<file path="config.mk">
export PLATFORM = sky130hd
export DESIGN_NAME = latex_uart_tx_flat
export DESIGN_NICKNAME = d
export VERILOG_FILES = /design/src/rtl/latex_uart_tx_if.sv /design/src/rtl/latex_uart_tx.sv /design/src/flat_wrapper.sv
export SDC_FILE = /design/constraint.sdc
export NUM_CORES = 1
export LEC_CHECK = 0
export CAP_MARGIN = 20
export CORE_ASPECT_RATIO = 0.7
export CORE_MARGIN = 1
export CORE_UTILIZATION = 35
export CTS_CLUSTER_DIAMETER = 100
export DETAILED_ROUTE_END_ITERATION = 16
export MAX_ROUTING_LAYER = met4
export PLACE_DENSITY = 0.6
export SYNTH_ARGS = -nofsm -noshare
export SYNTH_HDL_FRONTEND = slang
export SYNTH_SLANG_ARGS = --single-unit
</file>
<file path="constraint.sdc">
create_clock -name clk -period 2.7 [get_ports clk]
set_input_delay 0.405 -clock clk [delete_from_list [all_inputs] [get_ports clk]]
set_output_delay 0.405 -clock clk [all_outputs]
set_load 0.03 [all_outputs]
</file>
<file path="src/rtl/latex_uart_tx_if.sv">
// Byte handshake between the character sequencer and the UART serializer.
interface latex_uart_tx_if;
  logic [7:0] in_data;
  logic       in_valid;
  logic       in_ready;

  modport master (output in_data, output in_valid, input in_ready);
  modport slave  (input in_data, input in_valid, output in_ready);
endinterface

</file>
<file path="src/rtl/latex_uart_tx.sv">
// FIFO-buffered UART transmitter for rendered LaTeX text, 8N1 by default.
// Define LATEX_UART_TX_PARITY_EN to send an even-parity bit (8E1 framing).
module latex_uart_tx #(
  parameter int CLKS_PER_BIT = 104,
  parameter int FIFO_DEPTH   = 8
) (
  input  logic                          clk,
  input  logic                          rst,
  latex_uart_tx_if.slave                s_in,
  output logic                          tx,
  output logic                          busy,
  output logic [$clog2(FIFO_DEPTH):0]   fifo_level
);

  localparam int AW = $clog2(FIFO_DEPTH);
  localparam int CW = $clog2(CLKS_PER_BIT);

  typedef enum logic [2:0] {
    S_IDLE,
    S_START,
    S_DATA,
    S_STOP
`ifdef LATEX_UART_TX_PARITY_EN
    , S_PARITY
`endif
  } state_t;

  logic [7:0]  r_mem [FIFO_DEPTH];
  logic [AW:0] r_wr_ptr;
  logic [AW:0] r_rd_ptr;
  logic [AW:0] r_level;
  logic        w_full;
  logic        w_empty;
  logic        w_push;
  logic        w_pop;

  state_t      r_state;
  state_t      w_state_next;
  logic [CW-1:0] r_baud;
  logic [2:0]  r_bit;
  logic [7:0]  r_shift;
  logic        w_bit_end;
  logic        w_tx_next;
  logic        w_busy_next;
  logic        r_tx;
  logic        r_busy;
`ifdef LATEX_UART_TX_PARITY_EN
  logic        r_parity;
`endif

  // Flags decode from the registered level, so a same-cycle pop never frees a slot early.
  assign w_full        = (r_level == (AW+1)'(FIFO_DEPTH));
  assign w_empty       = (r_level == '0);
  assign w_push        = s_in.in_valid && !w_full;
  assign s_in.in_ready = !w_full;
  assign w_bit_end     = (r_baud == CW'(CLKS_PER_BIT - 1));

  assign tx         = r_tx;
  assign busy       = r_busy;
  assign fifo_level = r_level;

  // NOTE: storage array carries no reset; only pointers and level define its contents.
  always_ff @(posedge clk) begin
    if (w_push) r_mem[r_wr_ptr[AW-1:0]] <= s_in.in_data;
  end

  always_ff @(posedge clk) begin
    if (rst) begin
      r_wr_ptr <= '0;
      r_rd_ptr <= '0;
      r_level  <= '0;
    end else begin
      if (w_push) r_wr_ptr <= r_wr_ptr + 1'b1;
      if (w_pop)  r_rd_ptr <= r_rd_ptr + 1'b1;
      case ({w_push, w_pop})
        2'b10:   r_level <= r_level + 1'b1;
        2'b01:   r_level <= r_level - 1'b1;
        default: r_level <= r_level;
      endcase
    end
  end

  // State register with baud counter, bit index and shift register.
  always_ff @(posedge clk) begin
    if (rst) begin
      r_state  <= S_IDLE;
      r_baud   <= '0;
      r_bit    <= '0;
      r_shift  <= '0;
`ifdef LATEX_UART_TX_PARITY_EN
      r_parity <= 1'b0;
`endif
    end else begin
      r_state <= w_state_next;
      if (r_state == S_IDLE || w_bit_end) r_baud <= '0;
      else                                r_baud <= r_baud + 1'b1;
      if (w_pop) begin
        r_shift  <= r_mem[r_rd_ptr[AW-1:0]];
        r_bit    <= '0;
`ifdef LATEX_UART_TX_PARITY_EN
        r_parity <= ^r_mem[r_rd_ptr[AW-1:0]];
`endif
      end else if (r_state == S_DATA && w_bit_end) begin
        r_shift <= r_shift >> 1;
        r_bit   <= r_bit + 1'b1;
      end
    end
  end

  always_comb begin
    // NOTE: defaults first so every path assigns these and no latch is inferred.
    w_state_next = r_state;
    w_pop        = 1'b0;
    case (r_state)
      S_IDLE: begin
        if (!w_empty) begin
          w_pop        = 1'b1;
          w_state_next = S_START;
        end
      end
      S_START: if (w_bit_end) w_state_next = S_DATA;
      S_DATA: begin
        if (w_bit_end && r_bit == 3'd7) begin
`ifdef LATEX_UART_TX_PARITY_EN
          w_state_next = S_PARITY;
`else
          w_state_next = S_STOP;
`endif
        end
      end
`ifdef LATEX_UART_TX_PARITY_EN
      S_PARITY: if (w_bit_end) w_state_next = S_STOP;
`endif
      S_STOP: begin
        // Chain straight into the next start bit so queued frames leave no idle gap.
        if (w_bit_end) begin
          if (!w_empty) begin
            w_pop        = 1'b1;
            w_state_next = S_START;
          end else begin
            w_state_next = S_IDLE;
          end
        end
      end
      default: w_state_next = S_IDLE;
    endcase
  end

  always_comb begin
    w_tx_next   = 1'b1;
    w_busy_next = (r_state != S_IDLE) || !w_empty;
    case (r_state)
      S_START:  w_tx_next = 1'b0;
      S_DATA:   w_tx_next = r_shift[0];
`ifdef LATEX_UART_TX_PARITY_EN
      S_PARITY: w_tx_next = r_parity;
`endif
      default:  w_tx_next = 1'b1;
    endcase
  end

  // tx and busy share one register stage, so busy drops exactly as the stop bit ends.
  always_ff @(posedge clk) begin
    if (rst) begin
      r_tx   <= 1'b1;
      r_busy <= 1'b0;
    end else begin
      r_tx   <= w_tx_next;
      r_busy <= w_busy_next;
    end
  end

endmodule

</file>
<file path="src/flat_wrapper.sv">
// flat-port wrapper written by rule: the top's interface ports become plain ports
module latex_uart_tx_flat 
#(
  parameter int CLKS_PER_BIT = 104,
  parameter int FIFO_DEPTH   = 8
)
  (clk, rst, tx, busy, fifo_level, s_in_in_data, s_in_in_valid, s_in_in_ready);
  latex_uart_tx_if s_in_i ();
  input  logic clk;
  input  logic rst;
  output logic tx;
  output logic busy;
  output logic [$clog2(FIFO_DEPTH):0] fifo_level;
  input wire logic [$bits(s_in_i.in_data)-1:0] s_in_in_data;
  input wire logic [$bits(s_in_i.in_valid)-1:0] s_in_in_valid;
  output wire logic [$bits(s_in_i.in_ready)-1:0] s_in_in_ready;
  assign s_in_i.in_data = s_in_in_data;
  assign s_in_i.in_valid = s_in_in_valid;
  assign s_in_in_ready = s_in_i.in_ready;
  latex_uart_tx #(.CLKS_PER_BIT(CLKS_PER_BIT), .FIFO_DEPTH(FIFO_DEPTH)) u_core (.clk(clk), .rst(rst), .s_in(s_in_i), .tx(tx), .busy(busy), .fifo_level(fifo_level));
endmodule
</file>
* Word-level counts from Yosys, hierarchy flattened
Memory sizes are Yosys's and may differ from the RTL's. A register that Yosys moved wholly into a read port is not among the register bits. Index checks and enable logic that the tools add are counted.
Operators by class: reductions and logical operators 15, eq/ne operators 12, add/sub/neg operators 6, multiplexer cells 17
Operators by type and width (count):
- two-way mux 3 bit | 6
- two-way mux 8 bit | 2
- adder 4 x 1 -> 4 bit, second input constant | 3
- case mux 3 bit (4 select lines) | 1
- case mux 4 bit (2 select lines) | 1
- adder 7 x 1 -> 7 bit, second input constant | 1
- == test 7 bit, second input constant | 1
- == test 3 x 2 -> 1 bit, second input constant | 2
- two-way mux 1 bit | 5
- == test 4 bit, second input constant | 1
- logical NOT 4 bit | 1
- inequality test 2 x 1 -> 1 bit, second input constant | 2
- inequality test 2 bit, second input constant | 2
- case mux 1 bit (2 select lines) | 2
- AND reduction 4 bit | 1
- nonzero test 2 bit | 2
- OR reduction 2 bit | 2
- subtractor 4 x 1 -> 4 bit, second input constant | 1
- adder 3 x 1 -> 3 bit, second input constant | 1
- == test 3 x 1 -> 1 bit, second input constant | 1
- == test 3 bit, second input constant | 1
- logical AND 1 bit | 3
- logical NOT 3 bit | 1
- nonzero test 3 bit | 1
- 4 further kinds | 6
Storage, ports and cells: RAM bits 64, word-level logic and storage cells 60, output and inout bits 7, bits in registers 35, memories 1
Memory list:
- u_core.r_mem | words 8, bits a word 8, read ports 1, clocked after Yosys merged registers in 1, wr ports 1, line latex_uart_tx.sv:28 | logic [7:0] r_mem [FIFO_DEPTH];

* Logic depth before layout (Yosys ltp)
depth after elaboration 6, depth in mapped cells 13

* Least setup slack after synthesis
OpenSTA, ideal clock, no wires.
path kind register -> register, from reg u_core.r_level[1] (netlist: u_core.fifo_level[1]), to reg u_core.r_level[2] (netlist: u_core.fifo_level[2]), data arrival time 2.688 ns, cell stages (with the launch flop) 12, path buffers 2, library setup time 0.071 ns, path slack -0.059 ns, period minus slack after synthesis 2.759 ns, path through dfxtp_1 buf_2 or4b_1 clkbuf_1 nand2_1 ha_1 xor2_1 ha_1 a21oi_1 xor2_1 or3_1 a21oi_1
RTL lines:
- start, declared | line latex_uart_tx.sv:31 | logic [AW:0] r_level;
- start signal, assigned | line latex_uart_tx.sv:76 | 2'b10: r_level <= r_level + 1'b1;
- start signal, assigned | line latex_uart_tx.sv:77 | 2'b01: r_level <= r_level - 1'b1;
- start signal, assigned | line latex_uart_tx.sv:78 | default: r_level <= r_level;
- == test 4 bit (*) | line latex_uart_tx.sv:52 | assign w_full = (r_level == (AW+1)'(FIFO_DEPTH));
- logical NOT 1 bit (*)
- named net s_in_in_ready | line flat_wrapper.sv:16 | output wire logic [$bits(s_in_i.in_ready)-1:0] s_in_in_ready;
- logical AND 1 bit (*) | line latex_uart_tx.sv:54 | assign w_push = s_in.in_valid && !w_full;
- == test 2 x 1 -> 1 bit or == test 2 bit (tied branches) | line latex_uart_tx.sv:75 | case ({w_push, w_pop})
- case mux 4 bit (2 select lines) or nonzero test 2 bit (tied branches)
Mark *: on every way through the listed nets, which the timed path passes. The rest lies on a longest branch. A chain may end at the register's enable or synchronous reset.

* Worst setup path after layout
from reg u_core.r_state[1], to reg u_core.r_level[2] (netlist: u_core.fifo_level[2])
Between the ends: word-level cells in the longest chain between the ends 4
RTL lines:
- start, declared | line latex_uart_tx.sv:37 | state_t r_state;
- start signal, assigned | line latex_uart_tx.sv:94 | r_state <= w_state_next;
- == test 3 x 2 -> 1 bit or logical NOT 3 bit (tied branches) | line latex_uart_tx.sv:114 | case (r_state)
- case mux 1 bit (2 select lines) (*) | line latex_uart_tx.sv:114
- == test 2 x 1 -> 1 bit or == test 2 bit (tied branches) | line latex_uart_tx.sv:75
- case mux 4 bit (2 select lines) or nonzero test 2 bit (tied branches)
Mark *: on every way between the ends. The rest lies on a longest branch, timed or not.

==> results.md <==
- Share of cells above drive strength 1: 18.4%
- Syn_nets: 308
- Initial DRC Count: 173
- CP startpoint kind: flip-flop
- Clock Sinks: 99
- CTS H-tree lvls: 3
- Yosys top cell area share: 45.7%
- First-pass GRT wire length: 12500 um
- Slew at the pin closest to its max-slew limit: 0.702 ns
- IO Port Bufs: 17
- Syn Area/Cell: 14.8 um2
- Detailed-route via count: 2375
- Sequential fraction of the synthesis area: 62.3%
- CP Max Fanout: 5
- Rows: 33
- CTS tree: done
- Drt wl/cell: 15.8 um
- Area Growth Syn to Fin: 16.6%
- Worst Path Class, Setup: reg -> reg
- Vias per cell: 4.98
- Post-layout power: 4410 uW
- Clock Path Buffers: 2
- Most used DFF post-synth: edfxtp_1
- Dpl ws: 0.158 ns
- Crit path setup slack, layout: 0.180 ns
- Vias in the first global route: 2336
- Total track usage: 13.8%
- Initial antenna violation count: 0
- Fmax: 0.397 GHz
- # setup viols final: 0
- Hold crit path type: reg -> reg
- Die Y: 93.7 um
- Ant diodes: 0
- Area contributors post-synth: edfxtp_1 46%, dfxtp_1 17%, mux4_1 5.0%
- Num CTS Buffers: 9
- Total core area: 11700 um2
- Remaining DRCs: 0
- HPWL after DPL: 5240 um
- Final Hold Fails: 0
- Util after Layout: 41.8%
- Maxcap violations: 0
- Reg clk slew, reported paths: 0.07 ns
- Die width: 133 um
- Period minus WS final: 2.52 ns
- Synth unique cells: 48
- Final slew viol count: 0
- Critical path capture point type: flip-flop
- Worst vdd ir: 0.372 mV
- Die footprint: 12500 um2
- Status: finished, final reports clean
- Unrepaired setup endpoints after global routing: false
- Clock Latency Late Sink: 0.34 ns
- Worst EP arrival: 2.80 ns
- Worst EP required: 2.98 ns
- Syn Std Cell Area: 4210 um2
- Post-DRT Antenna Nets: 0
- Hold WS: 0.443 ns
- Initial Util: 35.9%
- Synthesized instance count: 285
- Synth area leader: edfxtp_1
- YS warnings: 0
- Placer congestion estimate: 0.764
- Ys async rst share: 0%
- Total negative slack: 0 ns
- Layout net count: 339
- Clock Skew: 0.00531 ns
- Power Dens Cells: 899 nW/um2
- Routed wire length: 7550 um
- Period utilization: 93.3%
- Number of flops mapped to enable cells by yosys: 64
- #FFs+latches synth: 99
- DR pass1 iterations: 5
- Clk root buf: clkbuf_16
- I/O pin count: 18
- Max transition margin: 53.1%
- Gr ovfl total: 0
- LEAKAGE: 0.00174 uW
- Largest net degree at the start of global routing: 19
==> final cells by class <==
type	instances	area (um2)
clock buffer	9	225
clock inverter	6	55.1
fill	1086	6820
inverter	7	26.3
multi-input combinational	164	1480
sequential	99	2620
tap	157	196
timing repair buffer	35	305
==> repair_timing <==
item                                    4_1_cts  5_1_grt
hold buffers                                  0        0
endpoints found under the setup margin        0        1
setup buffers                                 0        0
gates resized for setup                       0        2
==> metal layers <==
layer  up-vias  track usage (%)  part of all wire [%]
met4         0             3.74                  0.50
li1       1160                -                     -
met1      1173             18.2                    51
met3         5             3.88                   2.9
met5         -                -                     0
met2        37             21.0                    46
==> power by group <==
| part | switching [uW] | internal, uW | leakage (uW) |
|---|---|---|---|
| Sequential | 126 | 1770 | 0.000867 |
| Clock | 575 | 639 | 0.000139 |
| Combinational | 706 | 598 | 0.000734 |
| Total | 1410 | 3000 | 0.00174 |
==> logic make-up (layout without fill, tap and decap cells) <==
group | Yosys count | count (layout) | share of synthesized area (%)
buf+inv | 22 | 57 | 2.77
mux | 35 | 35 | 14.0
compound gates | 38 | 38 | 6.42
flops | 99 | 99 | 62.3
fa+ha+maj | 12 | 12 | 3.57
simple gates | 70 | 70 | 9.01
xor+xnor | 9 | 9 | 1.87
==> placed cells by master, fill, tap and decap left out, types with 2 or more instances in the layout <==
master	netlist	routed
inv_6	0	3
o21ai_0	4	4
mux4_2	8	8
a211oi_1	9	9
nand2b_1	5	5
a31o_2	2	2
mux2_2	8	8
nand3_1	9	9
ha_1	12	12
buf_4	1	18
clkinv_4	0	2
a21oi_1	11	11
nand2_1	9	9
nor2_1	19	18
or3_1	3	3
xor2_1	8	8
a311oi_1	2	2
or2_2	2	2
clkdlybuf4s50_1	0	17
clkbuf_16	0	9
dfxtp_1	35	35
nor3_1	13	13
edfxtp_1	64	64
mux4_1	8	8
inv_1	7	7
mux2i_1	11	11
==> sequential cells by signal, indices dropped and copies added (netlist names), named ones only <==
register and flops:
u_core.r_bit 3, u_core.tx 1, u_core.r_mem 64, u_core.r_wr_ptr 3
u_core.fifo_level 4, u_core.r_baud 7, u_core.r_shift 8, u_core.r_state 2
u_core.r_rd_ptr 3, u_core.busy 1
==> per-stage QoR <==
stage	cell area [um2]	instances
2_1_floorplan	4210	285
3_3_place_gp	4620	462
3_5_place_dp	4620	462
4_1_cts	4900	477
5_1_grt	4910	477
6_report	4910	477
==> path summary, 6_finish.rpt <==
path,slack [ns],startpoint,cells after the start,to
max reg2reg,0.18,u_core.r_state[1],12,u_core.fifo_level[2]
min reg2reg,0.44,u_core.r_baud[0],1,u_core.r_baud[0]
max,0.18,u_core.r_state[1],12,u_core.fifo_level[2]
min,0.44,u_core.r_baud[0],1,u_core.r_baud[0]
==> synthesized netlist by cell type, types with 4 or more instances <==
cell type	n
nor3_1	13
nand3_1	9
inv_1	7
nand2b_1	5
mux4_1	8
mux2i_1	11
a211oi_1	9
mux2_2	8
buf_2	5
nor2_1	19
dfxtp_1	35
mux4_2	8
nand2_1	9
ha_1	12
clkbuf_1	6
xor2_1	8
o21ai_0	4
edfxtp_1	64
a21oi_1	11
==> worst max-delay path, stage by stage (launching register included) <==
cell and delay (ns):
dfxtp_1 0.41, inv_1 0.10, ha_1 0.33, nor2_2 0.19, nand2_1 0.09, inv_1 0.10, ha_1 0.25, xor2_1 0.17
ha_1 0.16, a21oi_1 0.05, xor2_1 0.16, or3_1 0.31, a21oi_1 0.14
Power figures use the tool's default switching activity.
